### config.mk
export PLATFORM = sky130hd
export DESIGN_NAME = spike_count_readout_flat
export DESIGN_NICKNAME = d
export VERILOG_FILES = /design/src/rtl/spike_count_readout_pkg.sv /design/src/rtl/spike_count_readout_if.sv /design/src/rtl/spike_count_readout_sat_counter.sv /design/src/rtl/spike_count_readout.sv /design/src/flat_wrapper.sv
export SDC_FILE = /design/constraint.sdc
export NUM_CORES = 1
export LEC_CHECK = 0
export CAP_MARGIN = 25
export CORE_ASPECT_RATIO = 1.1
export CORE_MARGIN = 2
export CORE_UTILIZATION = 29
export CTS_CLUSTER_SIZE = 8
export DETAILED_ROUTE_END_ITERATION = 16
export GPL_TIMING_DRIVEN = 0
export SLEW_MARGIN = 20
export SYNTH_ARGS = -nofsm -noshare
export SYNTH_HDL_FRONTEND = slang
export SYNTH_SLANG_ARGS = --single-unit
### constraint.sdc
create_clock -name clk_i -period 3.35 [get_ports clk_i]
set_clock_uncertainty 0.1 [all_clocks]
set_input_delay 0.335 -clock clk_i [delete_from_list [all_inputs] [get_ports clk_i]]
set_output_delay 0.335 -clock clk_i [all_outputs]
set_load 0.02 [all_outputs]
### src/rtl/spike_count_readout_pkg.sv
// ---------------------------------------------------------------------------
// snn_readout_pkg
// Shared types and default sizing for the rate-coded spike-count readout.
//   readout_state_e : FSM states (IDLE, ACCUM, SCAN, DONE)
//   DEF_*           : default parameter values for the readout and its bus
//   win_width()     : bits needed to hold a window timer value 0..len
// ---------------------------------------------------------------------------
package snn_readout_pkg;

    typedef enum logic [1:0] {
        IDLE  = 2'd0,
        ACCUM = 2'd1,
        SCAN  = 2'd2,
        DONE  = 2'd3
    } readout_state_e;

    localparam int DEF_NUM_CLASSES = 10;
    localparam int DEF_CNT_W       = 8;
    localparam int DEF_WINDOW_LEN  = 64;
    localparam int DEF_IDX_W       = 4;

    function automatic int win_width(input int len);
        return $clog2(len + 1);
    endfunction

    localparam int WIN_W = win_width(DEF_WINDOW_LEN);

endpackage

### src/rtl/spike_count_readout_if.sv
// ---------------------------------------------------------------------------
// spike_count_readout_if
// Request/result bundle between the output LIF layer and the readout.
//   spike_i  : one spike bit per class
//   start_i  : request a new classification
//   busy_o   : accumulating or scanning
//   valid_o  : one-cycle pulse, result fields updated
//   class_o / count_o / tie_o / none_o : classification result
// master = the side that produces spikes and requests, slave = the readout.
// ---------------------------------------------------------------------------
interface spike_count_readout_if #(
    parameter int NUM_CLASSES = snn_readout_pkg::DEF_NUM_CLASSES,
    parameter int CNT_W       = snn_readout_pkg::DEF_CNT_W,
    parameter int IDX_W       = snn_readout_pkg::DEF_IDX_W
);
    import snn_readout_pkg::*;

    logic [NUM_CLASSES-1:0] spike_i;
    logic                   start_i;
    logic                   busy_o;
    logic                   valid_o;
    logic [IDX_W-1:0]       class_o;
    logic [CNT_W-1:0]       count_o;
    logic                   tie_o;
    logic                   none_o;

    modport master (
        output spike_i, start_i,
        input  busy_o, valid_o, class_o, count_o, tie_o, none_o
    );

    modport slave (
        input  spike_i, start_i,
        output busy_o, valid_o, class_o, count_o, tie_o, none_o
    );

endinterface

### src/rtl/spike_count_readout_sat_counter.sv
// ---------------------------------------------------------------------------
// sat_spike_counter
// Per-class spike counter that sticks at its maximum instead of wrapping.
//   clk_i  : clock
//   rst_i  : synchronous reset, active-high
//   clr_i  : clear to zero (start of a new window)
//   inc_i  : count one spike this edge
//   cnt_o  : current count
// ---------------------------------------------------------------------------
module sat_spike_counter
    import snn_readout_pkg::*;
#(
    parameter int CNT_W = DEF_CNT_W
) (
    input  logic             clk_i,
    input  logic             rst_i,
    input  logic             clr_i,
    input  logic             inc_i,
    output logic [CNT_W-1:0] cnt_o
);

    logic [CNT_W-1:0] cnt_q, cnt_d;

    // Clear wins over increment; an all-ones count stays put so a very active
    // neuron cannot wrap around and lose to a quieter one.
    always_comb begin
        cnt_d = cnt_q;
        if (clr_i) begin
            cnt_d = '0;
        end else if (inc_i && (cnt_q != '1)) begin
            cnt_d = cnt_q + 1'b1;
        end
    end

    always_ff @(posedge clk_i) begin
        if (rst_i) begin
            cnt_q <= '0;
        end else begin
            cnt_q <= cnt_d;
        end
    end

    assign cnt_o = cnt_q;

endmodule

### src/rtl/spike_count_readout.sv
// ---------------------------------------------------------------------------
// spike_count_readout
// Rate-coded classifier readout: counts spikes per class over WINDOW_LEN
// cycles, then scans the counts one class per cycle to find the argmax,
// reporting winner index, its count, and tie / no-spike flags.
//   clk_i : clock, rising edge
//   rst_i : synchronous reset, active-high
//   bus   : spike_count_readout_if.slave (spikes, start, busy, result)
// ---------------------------------------------------------------------------
module spike_count_readout
    import snn_readout_pkg::*;
#(
    parameter int NUM_CLASSES = DEF_NUM_CLASSES,
    parameter int CNT_W       = DEF_CNT_W,
    parameter int WINDOW_LEN  = DEF_WINDOW_LEN,
    parameter int IDX_W       = DEF_IDX_W
) (
    input  logic                 clk_i,
    input  logic                 rst_i,
    spike_count_readout_if.slave bus
);

    localparam int               TMR_W     = win_width(WINDOW_LEN);
    localparam logic [TMR_W-1:0] LAST_TICK = TMR_W'(WINDOW_LEN - 1);
    localparam logic [IDX_W-1:0] LAST_IDX  = IDX_W'(NUM_CLASSES - 1);

    readout_state_e   state_q, state_d;
    logic [TMR_W-1:0] timer_q, timer_d;
    logic [IDX_W-1:0] scanIdx_q, scanIdx_d;
    logic [CNT_W-1:0] maxCnt_q, maxCnt_d;
    logic [IDX_W-1:0] maxIdx_q, maxIdx_d;
    logic             tieRun_q, tieRun_d;
    logic [IDX_W-1:0] class_q, class_d;
    logic [CNT_W-1:0] count_q, count_d;
    logic             tie_q, tie_d;
    logic             none_q, none_d;

    logic             clrCnt;
    logic             accumEn;
    logic [CNT_W-1:0] classCnt [NUM_CLASSES];
    logic [CNT_W-1:0] selCnt;

    for (genvar k = 0; k < NUM_CLASSES; k++) begin : g_counter
        sat_spike_counter #(
            .CNT_W (CNT_W)
        ) u_counter (
            .clk_i (clk_i),
            .rst_i (rst_i),
            .clr_i (clrCnt),
            .inc_i (accumEn & bus.spike_i[k]),
            .cnt_o (classCnt[k])
        );
    end

    assign selCnt = classCnt[scanIdx_q];

    // Next-state and datapath control. The start edge clears the counters and
    // all scan state, so a window launched straight out of DONE begins clean.
    // During SCAN only a strictly larger count takes over the running max,
    // which makes ties resolve to the lowest index; an equal nonzero count
    // just raises the tie flag. The result registers are loaded from the
    // final scan step on the edge that enters DONE.
    always_comb begin
        state_d   = state_q;
        timer_d   = timer_q;
        scanIdx_d = scanIdx_q;
        maxCnt_d  = maxCnt_q;
        maxIdx_d  = maxIdx_q;
        tieRun_d  = tieRun_q;
        class_d   = class_q;
        count_d   = count_q;
        tie_d     = tie_q;
        none_d    = none_q;
        clrCnt    = 1'b0;
        accumEn   = 1'b0;

        unique case (state_q)
            IDLE, DONE: begin
                if (bus.start_i) begin
                    state_d   = ACCUM;
                    clrCnt    = 1'b1;
                    timer_d   = '0;
                    scanIdx_d = '0;
                    maxCnt_d  = '0;
                    maxIdx_d  = '0;
                    tieRun_d  = 1'b0;
                end else begin
                    state_d = IDLE;
                end
            end
            ACCUM: begin
                accumEn = 1'b1;
                timer_d = timer_q + 1'b1;
                if (timer_q == LAST_TICK) begin
                    state_d = SCAN;
                end
            end
            SCAN: begin
                if (selCnt > maxCnt_q) begin
                    maxCnt_d = selCnt;
                    maxIdx_d = scanIdx_q;
                    tieRun_d = 1'b0;
                end else if ((selCnt == maxCnt_q) && (maxCnt_q != '0)) begin
                    tieRun_d = 1'b1;
                end
                scanIdx_d = scanIdx_q + 1'b1;
                if (scanIdx_q == LAST_IDX) begin
                    state_d = DONE;
                    class_d = maxIdx_d;
                    count_d = maxCnt_d;
                    tie_d   = tieRun_d;
                    none_d  = (maxCnt_d == '0);
                end
            end
            default: begin
                state_d = IDLE;
            end
        endcase
    end

    always_ff @(posedge clk_i) begin
        if (rst_i) begin
            state_q <= IDLE;
        end else begin
            state_q <= state_d;
        end
    end

    always_ff @(posedge clk_i) begin
        if (rst_i) begin
            timer_q   <= '0;
            scanIdx_q <= '0;
            maxCnt_q  <= '0;
            maxIdx_q  <= '0;
            tieRun_q  <= 1'b0;
            class_q   <= '0;
            count_q   <= '0;
            tie_q     <= 1'b0;
            none_q    <= 1'b0;
        end else begin
            timer_q   <= timer_d;
            scanIdx_q <= scanIdx_d;
            maxCnt_q  <= maxCnt_d;
            maxIdx_q  <= maxIdx_d;
            tieRun_q  <= tieRun_d;
            class_q   <= class_d;
            count_q   <= count_d;
            tie_q     <= tie_d;
            none_q    <= none_d;
        end
    end

    assign bus.busy_o  = (state_q == ACCUM) || (state_q == SCAN);
    assign bus.valid_o = (state_q == DONE);
    assign bus.class_o = class_q;
    assign bus.count_o = count_q;
    assign bus.tie_o   = tie_q;
    assign bus.none_o  = none_q;

endmodule

### src/flat_wrapper.sv
// flat-port wrapper written by rule: the top's interface ports become plain ports
module spike_count_readout_flat import snn_readout_pkg::*;
#(
    parameter int NUM_CLASSES = DEF_NUM_CLASSES,
    parameter int CNT_W       = DEF_CNT_W,
    parameter int WINDOW_LEN  = DEF_WINDOW_LEN,
    parameter int IDX_W       = DEF_IDX_W
)
  (clk_i, rst_i, bus_spike_i, bus_start_i, bus_busy_o, bus_valid_o, bus_class_o, bus_count_o, bus_tie_o, bus_none_o);
  spike_count_readout_if #(.NUM_CLASSES(NUM_CLASSES), .CNT_W(CNT_W), .IDX_W(IDX_W)) bus_i ();
  input  logic clk_i;
  input  logic rst_i;
  input wire logic [$bits(bus_i.spike_i)-1:0] bus_spike_i;
  input wire logic [$bits(bus_i.start_i)-1:0] bus_start_i;
  output wire logic [$bits(bus_i.busy_o)-1:0] bus_busy_o;
  output wire logic [$bits(bus_i.valid_o)-1:0] bus_valid_o;
  output wire logic [$bits(bus_i.class_o)-1:0] bus_class_o;
  output wire logic [$bits(bus_i.count_o)-1:0] bus_count_o;
  output wire logic [$bits(bus_i.tie_o)-1:0] bus_tie_o;
  output wire logic [$bits(bus_i.none_o)-1:0] bus_none_o;
  assign bus_i.spike_i = bus_spike_i;
  assign bus_i.start_i = bus_start_i;
  assign bus_busy_o = bus_i.busy_o;
  assign bus_valid_o = bus_i.valid_o;
  assign bus_class_o = bus_i.class_o;
  assign bus_count_o = bus_i.count_o;
  assign bus_tie_o = bus_i.tie_o;
  assign bus_none_o = bus_i.none_o;
  spike_count_readout #(.NUM_CLASSES(NUM_CLASSES), .CNT_W(CNT_W), .WINDOW_LEN(WINDOW_LEN), .IDX_W(IDX_W)) u_core (.clk_i(clk_i), .rst_i(rst_i), .bus(bus_i));
endmodule
## After elaboration in Yosys (flattened, before gate mapping)

Index checks and enable logic that the tools add are counted.

- Flip-flop bits (word level): 120
- Input port bits: 13
- Word-level logic and storage cells: 111

- Add/subtract/negate cells: 12
- Magnitude comparators: 2
- Equal/unequal tests: 19
- Muxes and demuxes: 24
- Bitwise gates (word level): 11
- Reduce and logical (&&, ||, !) cells: 23

Operators with widths:

| cell | number |
|---|---|
| adder 8 x 1 -> 8 bit, second input constant | 10 |
| != test 8 bit, second input constant | 10 |
| two-way mux 8 bit | 5 |
| binary-select mux 8 bit (select 4 bit) | 1 |
| one-hot mux 4 bit (2 select lines) | 2 |
| one-hot mux 8 bit (2 select lines) | 1 |
| one-hot mux 7 bit (2 select lines) | 1 |
| logical AND 1 bit | 11 |
| bitwise AND 1 bit | 10 |
| == test 8 bit | 1 |
| greater-than comparator 8 bit | 1 |
| logical NOT 8 bit | 1 |
| two-way mux 4 bit | 2 |
| AND reduction 2 bit | 4 |
| nonzero test 8 bit | 1 |
| adder 7 x 1 -> 7 bit, second input constant | 1 |
| == test 7 x 6 -> 1 bit, second input constant | 1 |
| two-way mux 1 bit | 7 |
| two-way mux 7 bit | 1 |
| one-hot mux 2 bit (3 select lines) | 1 |
| >= comparator 5 bit, second input constant | 1 |
| inverter 4 -> 5 bit | 1 |
| adder 4 x 1 -> 4 bit, second input constant | 1 |
| == test 2 bit, second input constant | 2 |
| 10 further kinds | 14 |

## Longest topological paths before layout

- Depth after elaboration: 9
- Depth in mapped cells: 16
- Depth with buffers taken out: 12

## Hierarchy

A second synthesis with hierarchy kept.

- Cell total of the unflattened synthesis: 808
- Area, all modules: 7244.4 sq um

Modules (own cells, without submodules):

| module | instances | cells each | area each (sq um) | sequential area each (sq um) |
|---|---|---|---|---|
| sat_spike_counter | 10 | 47 | 435.4 | 160.2 |
| spike_count_readout | 1 | 338 | 2890.3 | 800.8 |

## Worst setup path after synthesis

OpenSTA, ideal clock, no wires.

- Kind: reg2reg
- From: register u_core.scanIdx_q[0]
- To: register u_core.class_q[2] (netlist: u_core.bus.class_o[2])
- Library setup time: 0.078 ns
- Arrival time: 3.152 ns
- Data required time: 3.172 ns
- Path slack: 0.020 ns
- Stages on the path, launching flop included: 16
- Path buffers: 4
- Clock period less this slack: 3.330 ns
- Cell sequence: dfxtp_1 > buf_6 > buf_6 > buf_1 > mux2_2 > nand2_1 > o21ai_0 > ha_1 > nor2b_1 > o21a_1 > o21ai_0 > a21oi_1 > o21ai_1 > clkbuf_8 > a21oi_1 > nor3_1

- Longest elaborated chain between the ends: 6
- Elaborated cells on any way between the ends: 8

RTL lines:

| item | line | source |
|---|---|---|
| from (decl) | spike_count_readout.sv:29 | `logic [IDX_W-1:0] scanIdx_q, scanIdx_d;` |
| from (signal assigned) | spike_count_readout.sv:142 | `scanIdx_q <= scanIdx_d;` |
| inverter 4 -> 5 bit (implied by the code) | spike_count_readout.sv:55 | `assign selCnt = classCnt[scanIdx_q];` |
| binary-select mux 8 bit (select 4 bit) | spike_count_readout.sv:55 |  |
| two-way mux 8 bit (implied by the code) (2 in a row) | spike_count_readout.sv:55 |  |
| greater-than comparator 8 bit | spike_count_readout.sv:99 | `if (selCnt > maxCnt_q) begin` |
| two-way mux 4 bit | spike_count_readout.sv:99 |  |
| to (signal assigned) | spike_count_readout.sv:146 | `class_q <= class_d;` |
| to (decl) | spike_count_readout.sv:33 | `logic [IDX_W-1:0] class_q, class_d;` |

Several ways; a longest one is shown, not always the timed one. The select of a mux whose other input is x is not followed.
A chain may end at the register's enable or synchronous reset.

## Worst setup path in the final report

- From: register u_core.scanIdx_q[0]
- To: register u_core.maxCnt_q[6]

- Longest elaborated chain between the ends: 8

RTL lines:

| item | line | source |
|---|---|---|
| inverter 4 -> 5 bit (implied by the code) (*) | spike_count_readout.sv:55 |  |
| binary-select mux 8 bit (select 4 bit) (*) | spike_count_readout.sv:55 |  |
| two-way mux 8 bit (implied by the code) (*) (2 in a row) | spike_count_readout.sv:55 |  |
| greater-than comparator 8 bit | spike_count_readout.sv:99 |  |
| two-way mux 8 bit (*) | spike_count_readout.sv:99 |  |
| two-way mux 8 bit (*) | spike_count_readout.sv:77 | `unique case (state_q)` |
| one-hot mux 8 bit (2 select lines) (*) | spike_count_readout.sv:77 |  |
| to (signal assigned) | spike_count_readout.sv:143 | `maxCnt_q <= maxCnt_d;` |
| to (decl) | spike_count_readout.sv:30 | `logic [CNT_W-1:0] maxCnt_q, maxCnt_d;` |

Every way passes the cells marked *; elsewhere a longest branch is shown, timed or not. The select of a mux whose other input is x is not followed.

==> summary.md <==
| Metric | Value |
|---|---|
| Final Net Count | `781` |
| Final period demand of the worst path | `3.29 ns` |
| Reg area | `2400 um^2` |
| Maximum ir drop on the vdd rail | `0.313 mV` |
| List of most frequent post-synthesis cells | `dfxtp_1, nor2_1, nand2_1` |
| Number of failing setup endpoints in the final timing report | `0` |
| Sink count of the clock tree | `120` |
| Power density over the cells | `551 nW/um^2` |
| TritonCTS clock tree | `yes` |
| Endpoint kind of the worst setup timing path | `flip-flop` |
| Number of nets produced by synthesis | `722` |
| Register bit count reported by yosys | `120` |
| Least-Margin Pin Slew | `0.782 ns` |
| Sequential area share after synthesis | `0.380` |
| Post-synth EDFFs | `0` |
| Synthesis-to-layout area growth | `24.3%` |
| Total Die Area | `23,000 um^2` |
| Setup repair after global routing missed its margin | `yes` |
| Hold Worst Slack | `0.373 ns` |
| Drt first pass iters | `5` |
| Final antenna-violating net count | `0` |
| Worst hold-check path type | `flip-flop to flip-flop` |
| Core Util, Final | `0.368` |
| Total power after layout | `0.00434 W` |
| Total DRC errors in the routed layout | `0` |
| Leading register cell type out of synthesis | `dfxtp_1` |
| Hold-fix buffers at CTS | `0` |
| Number of rows created at floorplan | `56` |
| Maximum fanout count along the critical path | `10` |
| Routed length per instance | `15.2 um` |
| Startpoint Class | `flip-flop` |
| Outcome | `completed` |
| Share of final-layout standard cells stronger than drive strength 1 | `0.143` |
| Met3 Use GR | `0.0358` |
| Die X-Extent | `145 um` |
| CTS buffer count | `17` |
| Yosys warnings | `0` |
| WP data required | `3.52 ns` |
| GP Congestion | `0.826` |
| Busiest layer in global routing | `met2` |
| Cell type with the highest aggregate area in the netlist | `dfxtp_1` |
| Share of the synthesized area in the top cell type | `0.380` |
| IO Pins | `29` |
| Combined area of the multi-input logic cells | `3780 um^2` |
| Period Utilization, post-route | `0.983` |
| Wire length of the first global-routing pass | `26.0 mm` |
| Total inserted antenna cells | `0` |
| Overflow left after global routing | `0` |
| Filler-free cell count of the finished design | `1,047` |
| Standby leakage power | `2.81 nW` |
| Mean area per synthesized cell | `9.24 um^2` |
| Number of hold violations in the final report | `0` |
| Detailed Route WL | `15.9 mm` |
| Number of fill cells | `2,130` |
| Via count of the first global-routing pass | `5,009` |
| Synth unique cells | `52` |
| Worst-skew pair later-pin latency | `0.42 ns` |
| Slew Limit Headroom | `0.475` |
| Max capacitance violation total | `0` |
| Cell with the most instances after synthesis | `dfxtp_1` |
| Largest net degree at the start of global routing | `17` |
| Clock Tree Buf Depth | `2` |
| Clock transition at the registers of the reported paths | `0.06 ns` |
| Startpoint of the tightest hold check path | `u_core.timer_q[1]` |
| DR vias | `5,245` |
| Cell count after placement | `1,003` |
| Cell types occupying the most area after synthesis | `dfxtp_1, xor2_1, ha_1` |
| Maximum level of the CTS H-tree | `4` |
| Setup Crit Path Kind | `flip-flop to flip-flop` |
| Pins Over Slew Limit | `0` |
| RR Startpoint | `u_core.scanIdx_q[0]` |
| Number of cells produced by synthesis | `685` |
| Initial drt markers | `343` |
| Global routing met1 resource utilization | `0.189` |
| Placed wire-length estimate | `11.3 mm` |
| Root cell of the clock tree | `clkbuf_16` |
| Worst setup path startpoint | `u_core.scanIdx_q[0]` |
| Crit path arrival time | `3.47 ns` |
| Core area | `21,400 um^2` |
| Vias per inst | `5.01` |
| Summed instance area of the synthesized netlist | `6330 um^2` |
| Number of antenna violations at the first check in global routing | `0` |
| Die boundary height | `159 um` |
| Starting density of the core | `0.296` |
| Maximum frequency from static timing analysis | `304 MHz` |
| Async set-or-reset flop fraction in the synthesized netlist | `0` |
| Global routing usage on met2 | `0.222` |
| Overall track demand over capacity in global routing | `0.143` |
| Number of buffers inserted by port buffering | `28` |
==> worst max-delay path, stage by stage (launching register included) <==
cell and delay [ns]:
dfxtp_2 0.36, buf_8 0.15, buf_12 0.13, mux4_2 0.53, mux2i_2 0.22, o21ai_2 0.09
ha_1 0.29, nor2b_1 0.14, o21a_1 0.18, o21ai_2 0.12, a21oi_2 0.09, o21a_2 0.25
buf_8 0.15, buf_8 0.14, nand3b_1 0.11, o221ai_2 0.09
==> flip-flops by register name, summed over array words and instances (netlist names) <==
name and cells:
u_core.g_counter.u_counter.cnt_o 80, u_core.bus.count_o 8, u_core.maxCnt_q 8, u_core.timer_q 7
u_core.bus.class_o 4, u_core.maxIdx_q 4, u_core.scanIdx_q 4, u_core.state_q 2
u_core.bus.none_o 1, u_core.bus.tie_o 1, u_core.tieRun_q 1
==> kinds of logic (layout without fill, tap and decap cells) <==
kind of cell               count (synthesis)  count (layout)  synth area share
adders and majority gates                 24              24            0.0474
AOI/OAI and AO/OA                        111             111             0.115
xor gates and xnor gates                  54              54            0.0747
buffers and inverters                     52             124            0.0461
muxes                                     46              46             0.111
and+or+nand+nor                          278             278             0.226
DFF                                      120             120             0.380
==> cell usage in the layout (no fill, tap or decap), drive strengths merged, types with 10 or more instances in the layout <==
cell type / synthesis / routed
o311ai: 12 / 12
xor2: 42 / 42
and3: 12 / 12
clkdlybuf4s50: 1 / 29
nand4: 31 / 31
clkbuf: 26 / 47
buf: 5 / 20
nand3: 28 / 28
ha: 24 / 24
nand2: 46 / 46
o21ai: 36 / 36
inv: 19 / 19
nor2: 81 / 81
dfxtp: 120 / 120
mux4: 16 / 16
nand2b: 10 / 10
a21oi: 31 / 31
or3: 28 / 28
mux2i: 21 / 21
xnor2: 12 / 12
nand3b: 20 / 20
==> report_power, final <==
group | leakage (nW) | internal [W] | total [W] | switching, W
Combinational | 1.54 | 0.000340 | 0.000934 | 0.000594
Sequential | 0.968 | 0.00147 | 0.00152 | 0.0000515
Clock | 0.300 | 0.00124 | 0.00188 | 0.000640
Total | 2.81 | 0.00305 | 0.00434 | 0.00129
==> layer usage <==
layer / share of wire / vias to the layer above / routed length (um)
met5: 0 / - / 0
met4: 0.022 / 0 / 349
met3: 0.046 / 26 / 725
met2: 0.48 / 106 / 7660
met1: 0.45 / 2477 / 7150
li1: - / 2636 / -
==> worst paths after layout <==
path	end	cells past startpoint	slack [ns]
worst min register to register	u_core.timer_q[1]	2	0.37
worst max-delay path	u_core.maxCnt_q[6]	15	0.06
worst min-delay path	u_core.timer_q[1]	2	0.37
worst max register to register	u_core.maxCnt_q[6]	15	0.06
==> through the flow <==
| step | area, um^2 | setup slack [ns] | TNS, ns |
|---|---|---|---|
| 5_1_grt | 7870 | -0.0611 | -0.319 |
| 6_report | 7870 | 0.0558 | 0 |
| 4_1_cts | 7750 | 0.0138 | 0 |
| 3_5_place_dp | 6970 | -0.733 | -16.36 |
| 2_1_floorplan | 6330 | 0.0201 | 0 |
| 3_3_place_gp | 6970 | -0.670 | -14.55 |
==> cell type report <==
cell class	count	area share
plain buffers	33	0.0304
clock buffers	24	0.0625
clock inverters	8	0.0149
inverters	19	0.00906
multi-input cells	513	0.480
flip-flops and latches	120	0.306
well taps	290	0.0461
repair buffers	40	0.0512
==> timing repair <==
| action | 4_1_cts | 5_1_grt |
|---|---|---|
| cloned | 1 | 0 |
| gates resized for setup | 26 | 35 |
| pin swaps | 6 | 10 |
| setup endpoints to repair | 27 | 27 |
| buffers inserted | 8 | 3 |
No activity file was read; power rests on OpenSTA's default activity.
==> RTL edit 1: new RTL, same settings <==
Compare `scanIdx_q` against `LAST_IDX` with >= in place of ==.
--- a/src/rtl/spike_count_readout.sv
+++ b/src/rtl/spike_count_readout.sv
@@ -106,3 +106,3 @@
                 scanIdx_d = scanIdx_q + 1'b1;
-                if (scanIdx_q == LAST_IDX) begin
+                if (scanIdx_q >= LAST_IDX) begin
                     state_d = DONE;
Behaviour: no difference found for any inputs over 10 cycles, from zero or initial values and one cycle with rst_i high; that may be too few to reach the edited logic, so the function may still have changed.
==> RTL edit 1 against the unedited design <==
Routed wire length down 6.5%. Design area fell by 6.6%. Maximum frequency increased by 3.2%. Area after synthesis down 3.2%. Worst setup slack improved by 0.10 ns. Largest cell class unchanged. Power shrank 3.5%. Highest routed layer unchanged. Sequential cell count unchanged.
==> RTL edit 1: results <==
{
  "status": "complete, no violations",
  "path_max_fanout": 10,
  "rr_endpoint": "u_core.maxCnt_q[5]",
  "reg2reg_slack_ns": 0.16,
  "synth_nets": 725,
  "pre_cts_ws_ns": -0.375,
  "cp_top_family": "compound AO/OA/AOI/OAI gates",
  "min_period_ns": 3.19,
  "switchingPower_w": 0.00129,
  "place_congestion": 0.804,
  "crit_path_end": "u_core.maxCnt_q[5]",
  "grt_usage_pct": 14.0,
  "initialDrtViolationCount": 262,
  "grt_start_max_net_pins": 17,
  "synth_top_area_share_pct": 39.2,
  "clk_pin_slew_ns": 0.05,
  "yosys_warnings": 0,
  "worstPathArrival_ns": 3.43,
  "dr.pass1.iters": 4,
  "antenna_cells": 0,
  "synth_area_leaders": "dfxtp_1 (39%), xor2_1 (6.1%), mux4_2 (5.9%)",
  "insertion_delay_ns": 0.43,
  "hold_slack_ns": 0.169,
  "synth_ff_type": "dfxtp_1",
  "port_buffers": 27,
  "grt_pass1_wl_um": 24500,
  "via_count": 5020,
  "dp_hpwl_um": 10600,
  "ys_async_sr_fraction_pct": 0,
  "slowest_delay_ns": 0.55,
  "largest_register_ffs": 80,
  "startpoint": "u_core.scanIdx_q[0]",
  "synth.distinct_cells": 39,
  "cellLeakagePower_nw": 2.57,
  "r2r_cells": 13,
  "synth_commonest_cells": "dfxtp_1 (120), nor2_1 (87), nand2_1 (71), xor2_1 (43), nand4_1 (38)",
  "clockBufferDepth": 2,
  "synth.yosys.seq_area_share_pct": 39.2,
  "drive_above_1_share_pct": 9.83,
  "fin_nets": 772,
  "root_buffer": "clkbuf_16",
  "hold_path.class": "in2reg",
  "slowest_stage": "mux4_2",
  "start_kind": "register",
  "peakVddDrop_uv": 292,
  "htreeDepth": 4,
  "wl_um": 14900,
  "slew_violations": 0,
  "antenna_found_initial": 0,
  "numCtsBuffers": 17,
  "slew_headroom_pct": 51.8,
  "grt_pass1_vias": 4739
}
-- RTL edit 1: cell count changes after synthesis, sizes merged, moves of 9 or more --
cell / before / now
a31oi: 0 / 14
mux2i: 21 / 30
or3: 28 / 18
o311ai: 12 / 1
nand2: 46 / 71
-- RTL edit 1: cells by family (layout without fill, tap and decap cells) --
group | count (synthesis) | in the layout | synth area share (%)
adder cells (fa/ha/maj) | 25 | 25 | 5.11
AO/OA/AOI/OAI | 100 | 100 | 9.87
XOR/XNOR | 57 | 57 | 8.15
buffers and inverters | 51 | 107 | 3.51
AND/OR/NAND/NOR | 280 | 280 | 21.9
multiplexers | 54 | 54 | 12.3
flip-flops | 120 | 120 | 39.2
-- RTL edit 1: power by group through the flow --
stage | clock network [W] | registers [W] | logic (W)
2_1_floorplan | 0 | 0.00153 | 0.000630
3_3_place_gp | 0 | 0.00155 | 0.000893
3_5_place_dp | 0 | 0.00154 | 0.000891
4_1_cts | 0.00179 | 0.00152 | 0.000909
5_1_grt | 0.00186 | 0.00152 | 0.00100
6_report | 0.00176 | 0.00152 | 0.000907
-- RTL edit 1: cell type report --
cell class / count / area [um^2]
plain buffers: 33 / 169
fillers: 2144 / 13300
flip-flops and latches: 120 / 2400
clock inverters: 4 / 70.1
repair buffers: 28 / 278
well taps: 256 / 320
clock buffers: 24 / 482
multi-input cells: 516 / 3560
inverters: 18 / 67.6
-- RTL edit 1: layer usage --
| layer | vias to the layer above | track usage, % | share of wire [%] |
|---|---|---|---|
| li1 | 2536 | - | - |
| met1 | 2395 | 17.6 | 47 |
| met2 | 76 | 23.3 | 49 |
| met3 | 13 | 3.67 | 3.0 |
| met4 | 0 | 4.62 | 1.6 |
| met5 | - | 0 | 0 |
-- RTL edit 1: worst min path at each step --
stage | startpoint | end | cells after the start
2_1_floorplan | u_core.maxIdx_q[0] | u_core.maxIdx_q[0] | 2
3_3_place_gp | u_core.bus.count_o[7] | u_core.bus.count_o[7] | 2
3_5_place_dp | u_core.bus.class_o[1] | u_core.bus.class_o[1] | 2
4_1_cts | rst_i | u_core.state_q[1] | 2
5_1_grt | rst_i | u_core.bus.tie_o | 2
6_report | rst_i | u_core.state_q[1] | 2
-- RTL edit 1: timing repair --
action | CTS | global route
endpoints found under the setup margin | 27 | 27
hold buffers | 0 | 0
gates resized for setup | 13 | 17
pin swaps | 0 | 2
setup buffers | 1 | 0
-- RTL edit 1: metrics by stage --
| stage | cell area [um^2] | utilization (%) | std cells |
|---|---|---|---|
| after global routing | 7350 | 35.6 | 999 |
| after global placement | 6720 | 32.5 | 970 |
| after floorplan | 6130 | - | 687 |
| after CTS | 7300 | 35.4 | 999 |
| after detailed placement | 6720 | 32.5 | 970 |
| final | 7350 | 35.6 | 999 |
==> RTL edit 2: new RTL, config.mk and constraints unchanged <==
Without the edit above. Set the package constant `DEF_IDX_W` to 5 (it was 4).
--- a/src/rtl/spike_count_readout_pkg.sv
+++ b/src/rtl/spike_count_readout_pkg.sv
@@ -19,3 +19,3 @@
     localparam int DEF_WINDOW_LEN  = 64;
-    localparam int DEF_IDX_W       = 4;
+    localparam int DEF_IDX_W       = 5;
 
Interface: changed (resized bus_class_o); port bits go from 29 to 30. No check against the original RTL was run, so the function may have changed too.
==> RTL edit 2 against the unedited design <==
Sequential cell count is 3 higher. Global-route usage grew 0.32 points. Power grew 7.8%. First-iteration DRC count decreased by 17%. Routed wire length increased by 3.0%. Area after synthesis shrank 1.0%. Worst setup slack got worse by 0.047 ns. Design area rose by 1.4%. Non-clock buffer count up 12.
==> RTL edit 2: results <==
{
  "nonClkBufAreaFrac_pct": 8.66,
  "dr_wl_met2_um": 8070,
  "slew_headroom_pct": 39.1,
  "hold-path-endpoint": "u_core.bus.class_o[2]",
  "place_area_um2": 6910,
  "via_count": 5474,
  "synth.mux.area_fraction_pct": 8.95,
  "multi_input_area_share_pct": 46.8,
  "rr_endpoint": "u_core.bus.none_o",
  "synth_commonest_cells": "dfxtp_1 (123), nor2_1 (104), nand2_1 (67), a21oi_1 (52), xor2_1 (34)",
  "synth_nets": 763,
  "n_fill_cell": 2141,
  "status": "complete, no violations",
  "grt_use_met2_pct": 25.4,
  "met1Wirelength_um": 7230,
  "seqCellArea_um2": 2470,
  "final_area_um2": 7980,
  "peakVddDrop_uv": 394,
  "dp_hpwl_um": 11600,
  "hold_path.class": "in2reg",
  "multi_input_gates": 548,
  "comb-power_w": 0.00115,
  "power_w": 0.00467,
  "pre_cts_ws_ns": -0.449,
  "worstPathArrival_ns": 3.54,
  "synth_fa_ha_area_share_pct": 4.79,
  "grt_pass1_vias": 5144
}
[RTL edit 2: cell types whose count changed after synthesis, sizes merged, moves of 8 or more]
cell,change
nor2,+23
nand2,+21
o311ai,-12
mux2i,+11
nand3b,-19
nand2b,-10
mux2,-8
o211ai,+10
a21oi,+25
xor2,-8
[RTL edit 2: how the worst max path moves through the flow]
stage	startpoint	endpoint	slack (ns)	depth (start not counted)
floorplan	u_core.scanIdx_q[0]	u_core.maxCnt_q[6]	0.14	14
global placement	u_core.scanIdx_q[0]	u_core.bus.count_o[6]	-0.47	16
detailed placement	u_core.scanIdx_q[0]	u_core.bus.count_o[6]	-0.45	16
CTS	u_core.scanIdx_q[0]	u_core.bus.none_o	0.008	13
global route	u_core.scanIdx_q[0]	u_core.bus.none_o	-0.12	15
finish	u_core.scanIdx_q[0]	u_core.bus.none_o	0.009	13
